### src/rtl/idex_pkg.sv
// ID/EX pipeline register shared types: default widths and payload bundle.
package idex_pkg;

  localparam int IDEX_DATA_W = 32;
  localparam int IDEX_REG_W  = 5;
  localparam int IDEX_WB_W   = 2;
  localparam int IDEX_M_W    = 3;
  localparam int IDEX_EX_W   = 4;
  localparam int IDEX_CNT_W  = 16;

  typedef struct packed {
    logic [IDEX_WB_W-1:0]   wb;
    logic [IDEX_M_W-1:0]    m;
    logic [IDEX_EX_W-1:0]   ex;
    logic [IDEX_REG_W-1:0]  rs;
    logic [IDEX_REG_W-1:0]  rt;
    logic [IDEX_REG_W-1:0]  rd;
    logic [IDEX_DATA_W-1:0] bus_a;
    logic [IDEX_DATA_W-1:0] bus_b;
    logic [IDEX_DATA_W-1:0] imd;
  } idex_payload_t;

  function automatic int idex_pay_w(
    input int wb_w,
    input int m_w,
    input int ex_w,
    input int reg_w,
    input int data_w
  );
    return wb_w + m_w + ex_w + 3 * reg_w + 3 * data_w;
  endfunction

  localparam int IDEX_PAY_W = $bits(idex_payload_t);

endpackage

### src/rtl/idex_pipe_reg_skid_slot.sv
// One-entry skid slot for the ID/EX register.
// Holds a single payload accepted while the EX side is stalled.
module idex_skid_slot
  import idex_pkg::*;
#(
  parameter int W = IDEX_PAY_W
) (
  input  logic         clk,
  input  logic         rst_n,
  input  logic         clr,
  input  logic         load,
  input  logic         unload,
  input  logic [W-1:0] din,
  output logic         full,
  output logic [W-1:0] dout
);

  logic         full_q;
  logic         full_d;
  logic [W-1:0] data_q;
  logic [W-1:0] data_d;

  always_comb begin
    full_d = full_q;
    data_d = data_q;
    if (clr) begin
      full_d = 1'b0;
    end else if (load) begin
      full_d = 1'b1;
      data_d = din;
    end else if (unload) begin
      full_d = 1'b0;
    end
  end

  always_ff @(posedge clk or negedge rst_n) begin
    if (!rst_n) begin
      full_q <= 1'b0;
      data_q <= '0;
    end else begin
      full_q <= full_d;
      data_q <= data_d;
    end
  end

  assign full = full_q;
  assign dout = data_q;

endmodule

### src/rtl/idex_pipe_reg.sv
// ID/EX pipeline register with valid/ready handshake and bubble counter.
// Define IDEX_PIPE_SKID_EN to add a one-entry skid with registered in_ready.
module idex_pipe_reg
  import idex_pkg::*;
#(
  parameter int DATA_W = IDEX_DATA_W,
  parameter int REG_W  = IDEX_REG_W,
  parameter int WB_W   = IDEX_WB_W,
  parameter int M_W    = IDEX_M_W,
  parameter int EX_W   = IDEX_EX_W,
  parameter int CNT_W  = IDEX_CNT_W
) (
  input  logic              clk,
  input  logic              rst_n,
  input  logic              in_valid,
  output logic              in_ready,
  input  logic [WB_W-1:0]   in_wb,
  input  logic [M_W-1:0]    in_m,
  input  logic [EX_W-1:0]   in_ex,
  input  logic [REG_W-1:0]  in_rs,
  input  logic [REG_W-1:0]  in_rt,
  input  logic [REG_W-1:0]  in_rd,
  input  logic [DATA_W-1:0] in_bus_a,
  input  logic [DATA_W-1:0] in_bus_b,
  input  logic [DATA_W-1:0] in_imd,
  input  logic              flush,
  output logic              out_valid,
  input  logic              out_ready,
  output logic [WB_W-1:0]   out_wb,
  output logic [M_W-1:0]    out_m,
  output logic [EX_W-1:0]   out_ex,
  output logic [REG_W-1:0]  out_rs,
  output logic [REG_W-1:0]  out_rt,
  output logic [REG_W-1:0]  out_rd,
  output logic [DATA_W-1:0] out_bus_a,
  output logic [DATA_W-1:0] out_bus_b,
  output logic [DATA_W-1:0] out_imd,
  output logic [CNT_W-1:0]  bubble_cnt
);

  localparam int CW = WB_W + M_W + EX_W;
  localparam int PW = idex_pay_w(WB_W, M_W, EX_W, REG_W, DATA_W);

  logic [PW-1:0]    in_pay;
  logic [PW-1:0]    load_pay;
  logic [PW-1:0]    pay_q;
  logic [PW-1:0]    pay_d;
  logic             valid_q;
  logic             valid_d;
  logic [CNT_W-1:0] cnt_q;
  logic [CNT_W-1:0] cnt_d;
  logic             out_free;
  logic             in_fire;
  logic             load;

  assign in_pay = {in_wb, in_m, in_ex,
                   in_rs, in_rt, in_rd,
                   in_bus_a, in_bus_b, in_imd};

  assign out_free = !valid_q || out_ready;

`ifdef IDEX_PIPE_SKID_EN
  logic          rdy_q;
  logic          rdy_d;
  logic          skid_full;
  logic          skid_load;
  logic          skid_unload;
  logic [PW-1:0] skid_pay;

  assign in_ready    = rdy_q;
  assign in_fire     = in_valid && rdy_q;
  assign skid_load   = !flush && !out_free && in_fire;
  assign skid_unload = !flush && out_free && skid_full;

  idex_skid_slot #(
    .W (PW)
  ) u_skid (
    .clk    (clk),
    .rst_n  (rst_n),
    .clr    (flush),
    .load   (skid_load),
    .unload (skid_unload),
    .din    (in_pay),
    .full   (skid_full),
    .dout   (skid_pay)
  );

  // The skid is older than anything on the input, so it drains first.
  assign load     = out_free && (skid_full || in_fire);
  assign load_pay = skid_full ? skid_pay : in_pay;

  always_comb begin
    rdy_d = !(skid_load || (skid_full && !skid_unload));
    if (flush) begin
      rdy_d = 1'b1;
    end
  end

  always_ff @(posedge clk or negedge rst_n) begin
    if (!rst_n) begin
      rdy_q <= 1'b1;
    end else begin
      rdy_q <= rdy_d;
    end
  end
`else
  assign in_ready = out_free;
  assign in_fire  = in_valid && out_free;
  assign load     = in_fire;
  assign load_pay = in_pay;
`endif

  always_comb begin
    valid_d = valid_q;
    pay_d   = pay_q;
    if (flush) begin
      valid_d = 1'b0;
    end else if (out_free) begin
      valid_d = load;
      if (load) begin
        pay_d = load_pay;
      end
    end
    // Bubbles carry zero control; data fields keep their last value.
    if (!valid_d) begin
      pay_d[PW-1 -: CW] = '0;
    end
  end

  always_comb begin
    cnt_d = cnt_q;
    if (!valid_q && (cnt_q != '1)) begin
      cnt_d = cnt_q + 1'b1;
    end
  end

  always_ff @(posedge clk or negedge rst_n) begin
    if (!rst_n) begin
      valid_q <= 1'b0;
      pay_q   <= '0;
      cnt_q   <= '0;
    end else begin
      valid_q <= valid_d;
      pay_q   <= pay_d;
      cnt_q   <= cnt_d;
    end
  end

  assign out_valid  = valid_q;
  assign bubble_cnt = cnt_q;
  assign {out_wb, out_m, out_ex,
          out_rs, out_rt, out_rd,
          out_bus_a, out_bus_b, out_imd} = pay_q;

endmodule

### config.mk
export PLATFORM = sky130hd
export DESIGN_NAME = idex_pipe_reg
export DESIGN_NICKNAME = d
export VERILOG_FILES = /design/src/rtl/idex_pkg.sv /design/src/rtl/idex_pipe_reg_skid_slot.sv /design/src/rtl/idex_pipe_reg.sv
export SDC_FILE = /design/constraint.sdc
export NUM_CORES = 1
export LEC_CHECK = 0
export ABC_AREA = 1
export CAP_MARGIN = 10
export CORE_UTILIZATION = 47
export CTS_BUF_LIST = sky130_fd_sc_hd__clkbuf_4 sky130_fd_sc_hd__clkbuf_8
export DETAILED_ROUTE_END_ITERATION = 7
export GPL_ROUTABILITY_DRIVEN = 0
export GPL_TIMING_DRIVEN = 0
export PLACE_DENSITY = 0.94
export SETUP_SLACK_MARGIN = 0.15
export SYNTH_ARGS = -nofsm -noshare
export SYNTH_HDL_FRONTEND = slang
export SYNTH_HIERARCHICAL = 1
export SYNTH_SLANG_ARGS = --single-unit
### constraint.sdc
create_clock -name clk -period 4.1 [get_ports clk]
set_input_delay 0.82 -clock clk [delete_from_list [all_inputs] [get_ports clk]]
set_output_delay 0.82 -clock clk [all_outputs]
set_load 0.03 [all_outputs]
# --- Word-level counts from Yosys, hierarchy flattened ---
# Index checks and enable logic that the tools add are counted.
op_classes:
  addsub: 1
  reduce_logical: 6
  bitwise_logic: 1
  eq_ne: 4
  mux: 6
op_table:
  columns: ["operator", "n"]
  rows:
  - ["two-way mux 120 bit", 3]
  - ["adder 16 x 1 -> 16 bit, second input constant", 1]
  - ["!= test 16 bit, second input constant", 1]
  - ["two-way mux 9 bit", 1]
  - ["AND reduction 3 bit", 2]
  - ["!= test 2 x 1 -> 1 bit, second input constant", 2]
  - ["logical AND 1 bit", 2]
  - ["two-way mux 1 bit", 2]
  - ["!= test 2 bit, second input constant", 1]
  - ["logical NOT 1 bit", 1]
  - ["logical OR 1 bit", 1]
  - ["NOT 1 bit", 1]
word_totals:
  register_bits: 137
  elab_cells: 22
  in_bits: 125
  output_inout_bits: 138

# --- Depth between registers and ports, before layout ---
logic_depth:
  depth_word: 7
  depth_mapped: 9
  ltp_nobuf: 9

# --- Least setup slack after synthesis ---
# OpenSTA, ideal clock, no wires.
synth_timing:
  kind: "input-to-output"
  start: "in out_ready"
  end: "out in_ready"
  arrival_ps: 1398
  n_path_buf: 1
  path_slack_ps: 1882
  stages: 3
  required_time_ps: 3280
  cell_sequence: "nor2_1 > inv_2 > clkbuf_1"
synth_between:
  elab_chain_len: 1
synth_lines:
  columns: ["item", "line_no", "text"]
  rows:
  - ["start: declaration", "idex_pipe_reg.sv:28", "input logic out_ready,"]
  - ["logical OR 1 bit", "idex_pipe_reg.sv:60", "assign out_free = !valid_q || out_ready;"]
  - ["end: declaration", "idex_pipe_reg.sv:16", "output logic in_ready,"]
# No other way between the ends.

# --- Final worst setup path ---
# Ends and elaborated chain as after synthesis.

==> impl_table.tex <==
\begin{tabular}{lr}
\hline
Metric & Value \\
\hline
\multicolumn{2}{l}{\textbf{Critical path}} \\
\quad Critical path data required time & 3280 ps \\
\quad Launch point of the critical path & out\_ready \\
\quad Worst-path fanout max & 10 \\
\quad Top Family by Delay on Critical Path & buffers and inverters \\
\quad Crit-path most repeated cell & clkdlybuf4s50\_1 \\
\quad Worst reg2reg startpoint & bubble\_cnt[0]\$\_DFFE\_PN0P\_ \\
\quad Setup slack of the worst register-to-register path & 2240 ps \\
\quad Bufs and invs on worst path & 4 \\
\quad Type of element launching the critical path & primary input \\
\quad Slowest cell delay on critical path & 760 ps \\
\quad Slowest cell on the critical path & clkdlybuf4s50\_1 \\
\quad Crit path kind & in2out \\
\quad Ordered cell list for the critical path & clkdlybuf4s50\_1, nor2\_1, inv\_2, clkbuf\_1, clkdlybuf4s50\_1 \\
\quad Critical path arrival & 2530 ps \\
\quad Critical Path End Type & output pin \\
\multicolumn{2}{l}{\textbf{Logic synthesis}} \\
\quad Netlist area before placement & 6000 um2 \\
\quad Post-Synthesis Net Count & 547 \\
\quad Sequential element share of the synthesized area & 0.571 \\
\quad Dominant combinational cell family by area after synthesis & multiplexers \\
\quad Simple-gate area share of the yosys netlist & 0.0749 \\
\quad Parity-gate share of the synthesized area counting xor and xnor cells & 0.00876 \\
\quad Gate count of the mapped netlist & 421 \\
\quad Synth area leader & dfrtp\_1 \\
\quad Synth warnings & 6 \\
\quad Adder-cell share of the synthesized area & 0.00209 \\
\quad Synthesized-area fraction occupied by ao, oa, aoi and oai cells & 0.0227 \\
\quad Biggest area contributors in the synthesized netlist & dfrtp\_1, mux2\_4, mux2\_2, nand2\_1, buf\_12 \\
\quad Share of the synthesized area in the top cell type & 0.571 \\
\quad Number of distinct library cells after synthesis & 24 \\
\quad Portion of netlist area occupied by mux cells & 0.265 \\
\quad Post-synthesis register bit count & 137 \\
\quad Synthesized area per cell & 14.3 um2 \\
\multicolumn{2}{l}{\textbf{Route}} \\
\quad Detailed-route wire length & 16.1 mm \\
\quad First drt pass iteration count & 4 \\
\quad Number of vias per cell after detailed routing & 5.03 \\
\quad Routed wire length per instance & 18.3 um \\
\quad DRC & 0 \\
\quad DRT antenna net count & 0 \\
\quad Via count of the routed design & 4447 \\
\quad First DRT Iteration DRCs & 254 \\
\multicolumn{2}{l}{\textbf{CTS}} \\
\quad CTS Root Cell & clkbuf\_8 \\
\quad Clock input transition at the sequential cells of the worst setup and hold paths & 80 ps \\
\quad Post-CTS setup-driven buffer insertion count & 0 \\
\quad TritonCTS sink count & 137 \\
\quad Hold\_buf cts & 0 \\
\quad Clock latency reported for the late side of the worst-skew pair & 440 ps \\
\quad Number of buffers inserted during clock tree synthesis & 17 \\
\quad Count of cells resized by post-cts repair & 0 \\
\quad H-tree depth reported by CTS & 4 \\
\quad Maximum number of buffers from clock root to sink & 2 \\
\quad CTS tree & built \\
\multicolumn{2}{l}{\textbf{Global routing}} \\
\quad Initial antenna violation count & 0 \\
\quad First-pass GRT wire length & 25.1 mm \\
\quad Total congestion overflow after global routing & 0 \\
\quad Maximum number of pins on one net before global-route repair & 106 \\
\quad Overall global routing resource usage & 0.252 \\
\quad Via count of the first global-routing pass & 4838 \\
\multicolumn{2}{l}{\textbf{Timing}} \\
\quad Final number of setup-violating endpoints & 0 \\
\quad Share of the cycle needed by the critical path after routing & 0.818 \\
\quad Headroom to the max-slew limit & 0.618 \\
\quad Post-Route Skew & 7.35 ps \\
\quad Maximum frequency from static timing analysis & 298 MHz \\
\quad Setup repair after global routing missed its margin & false \\
\quad Max-slew violation count & 0 \\
\quad Worst slew pin tran & 574 ps \\
\quad Minimum clock period & 3350 ps \\
\quad Count of final hold-check violations & 0 \\
\multicolumn{2}{l}{\textbf{Place}} \\
\quad Post-placement cell count & 852 \\
\quad Detailed-placement wirelength estimate & 11.9 mm \\
\quad Number of input and output port buffers inserted & 262 \\
\multicolumn{2}{l}{\textbf{Layout}} \\
\quad Post-route insts no fill & 884 \\
\quad Most common library cell in the layout ignoring fill and taps & clkdlybuf4s50\_1 \\
\quad Antenna diode count & 0 \\
\quad Total of fill cells in the finished design & 759 \\
\quad Commonest cells after routing, fill and taps aside & clkdlybuf4s50\_1, dfrtp\_1, mux2\_4, nand2\_1, inv\_1 \\
\quad Final-stage net count & 829 \\
\quad Area growth syn-to-layout & 53.8\% \\
\quad Share of layout cells above drive strength 1 & 0.239 \\
\multicolumn{2}{l}{\textbf{Floorplan}} \\
\quad Starting density of the core & 0.491 \\
\quad Top Ports & 263 \\
\quad Floorplan core area & 12200 um2 \\
\quad DIE HEIGHT & 115 um \\
\quad Site Rows & 40 \\
\quad Floorplan die area & 13200 um2 \\
\quad Horiz. Die Dim & 115 um \\
\multicolumn{2}{l}{\textbf{Run}} \\
\quad Maxcap violations & 0 \\
\multicolumn{2}{l}{\textbf{Power}} \\
\quad Power density normalized to cell area & 464 nW/um2 \\
\quad Reported leakage power & 4.15 nW \\
\quad Overall power of the completed layout & 4.28 mW \\
\quad VDD IR max & 0.000304 V \\
\multicolumn{2}{l}{\textbf{Min path}} \\
\quad Classification of the worst-slack hold path & in2async \\
\multicolumn{2}{l}{\textbf{Outcome}} \\
\quad Result of the run & complete, no violations \\
\hline
\end{tabular}
-- worst reg2reg max path: cells and delay by family, from the launching register on --
family	cells	cell delay [ps]
and+or+nand+nor	3	400
DFF	1	470
AOI/OAI and AO/OA	2	510
adders and majority gates	1	320
buffers and inverters	1	60
-- final cells by class --
type                       instances  area, um2  share of cell area
buffer                            15        235              0.0255
clock inverter                    13        104              0.0113
clock buffer                      19        262              0.0283
inverter                          26       97.6              0.0106
sequential                       137       3430               0.372
tap                              168        210              0.0228
timing repair buffer             263       2650               0.287
multi-input combinational        243       2240               0.243
-- synthesized netlist by cell type (all sizes together) --
| master | instances |
|---|---|
| nand4 | 5 |
| buf | 13 |
| nor2 | 23 |
| dfrtp | 137 |
| clkbuf | 2 |
| ha | 1 |
| inv | 26 |
| or2 | 1 |
| nand2 | 57 |
| nand3 | 17 |
| mux2 | 111 |
| a21oi | 1 |
| o21ai | 21 |
| xor2 | 2 |
| xnor2 | 4 |
-- cells by family (layout without fill, tap and decap cells) --
| logic type | count (synthesis) | after routing |
|---|---|---|
| xor+xnor | 6 | 6 |
| buf+inv | 41 | 336 |
| simple gates | 103 | 103 |
| compound gates | 22 | 22 |
| mux | 111 | 111 |
| fa+ha+maj | 1 | 1 |
| flops | 137 | 137 |
-- metrics by stage --
stage	TNS (ps)	setup slack [ps]	instance area [um2]	utilization	hold slack [ps]
2_1_floorplan	0	1880	6000	-	524
3_3_place_gp	-399010	-2920	8830	0.723	488
3_5_place_dp	0	756	8860	0.726	491
4_1_cts	0	756	9230	0.756	240
5_1_grt	0	692	9230	0.756	260
6_report	0	746	9230	0.756	248
-- metal layers --
metal / up-vias / track usage / wire length (um)
li1: 1976 / - / -
met1: 2210 / 0.277 / 5890
met2: 223 / 0.449 / 8570
met3: 38 / 0.0801 / 1290
met4: 0 / 0.110 / 387
met5: - / 0 / 0
-- path summary, 6_finish.rpt --
| check | endpoint | depth (start not counted) |
|---|---|---|
| setup / recovery | in_ready | 5 |
| hold / removal | pay_q[100]$_DFFE_PN0P_ | 1 |
| setup reg to reg | bubble_cnt[6]$_DFFE_PN0P_ | 7 |
| hold reg to reg | pay_q[86]$_DFFE_PN0P_ | 1 |
| max in group asynchronous | out_valid$_DFF_PN0_ | 2 |
| min in group clk | pay_q[86]$_DFFE_PN0P_ | 1 |
-- power breakdown --
part / total (mW) / switching (mW) / internal (mW)
logic: 1.53 / 0.761 / 0.768
registers: 1.73 / 0.161 / 1.57
clock network: 1.02 / 0.521 / 0.503
-- registers in the layout (all words and copies together), names as in the netlist --
name and cells:
out_valid 1, pay_q 120, bubble_cnt 16
Note: power is estimated with default switching activity, not from simulation.
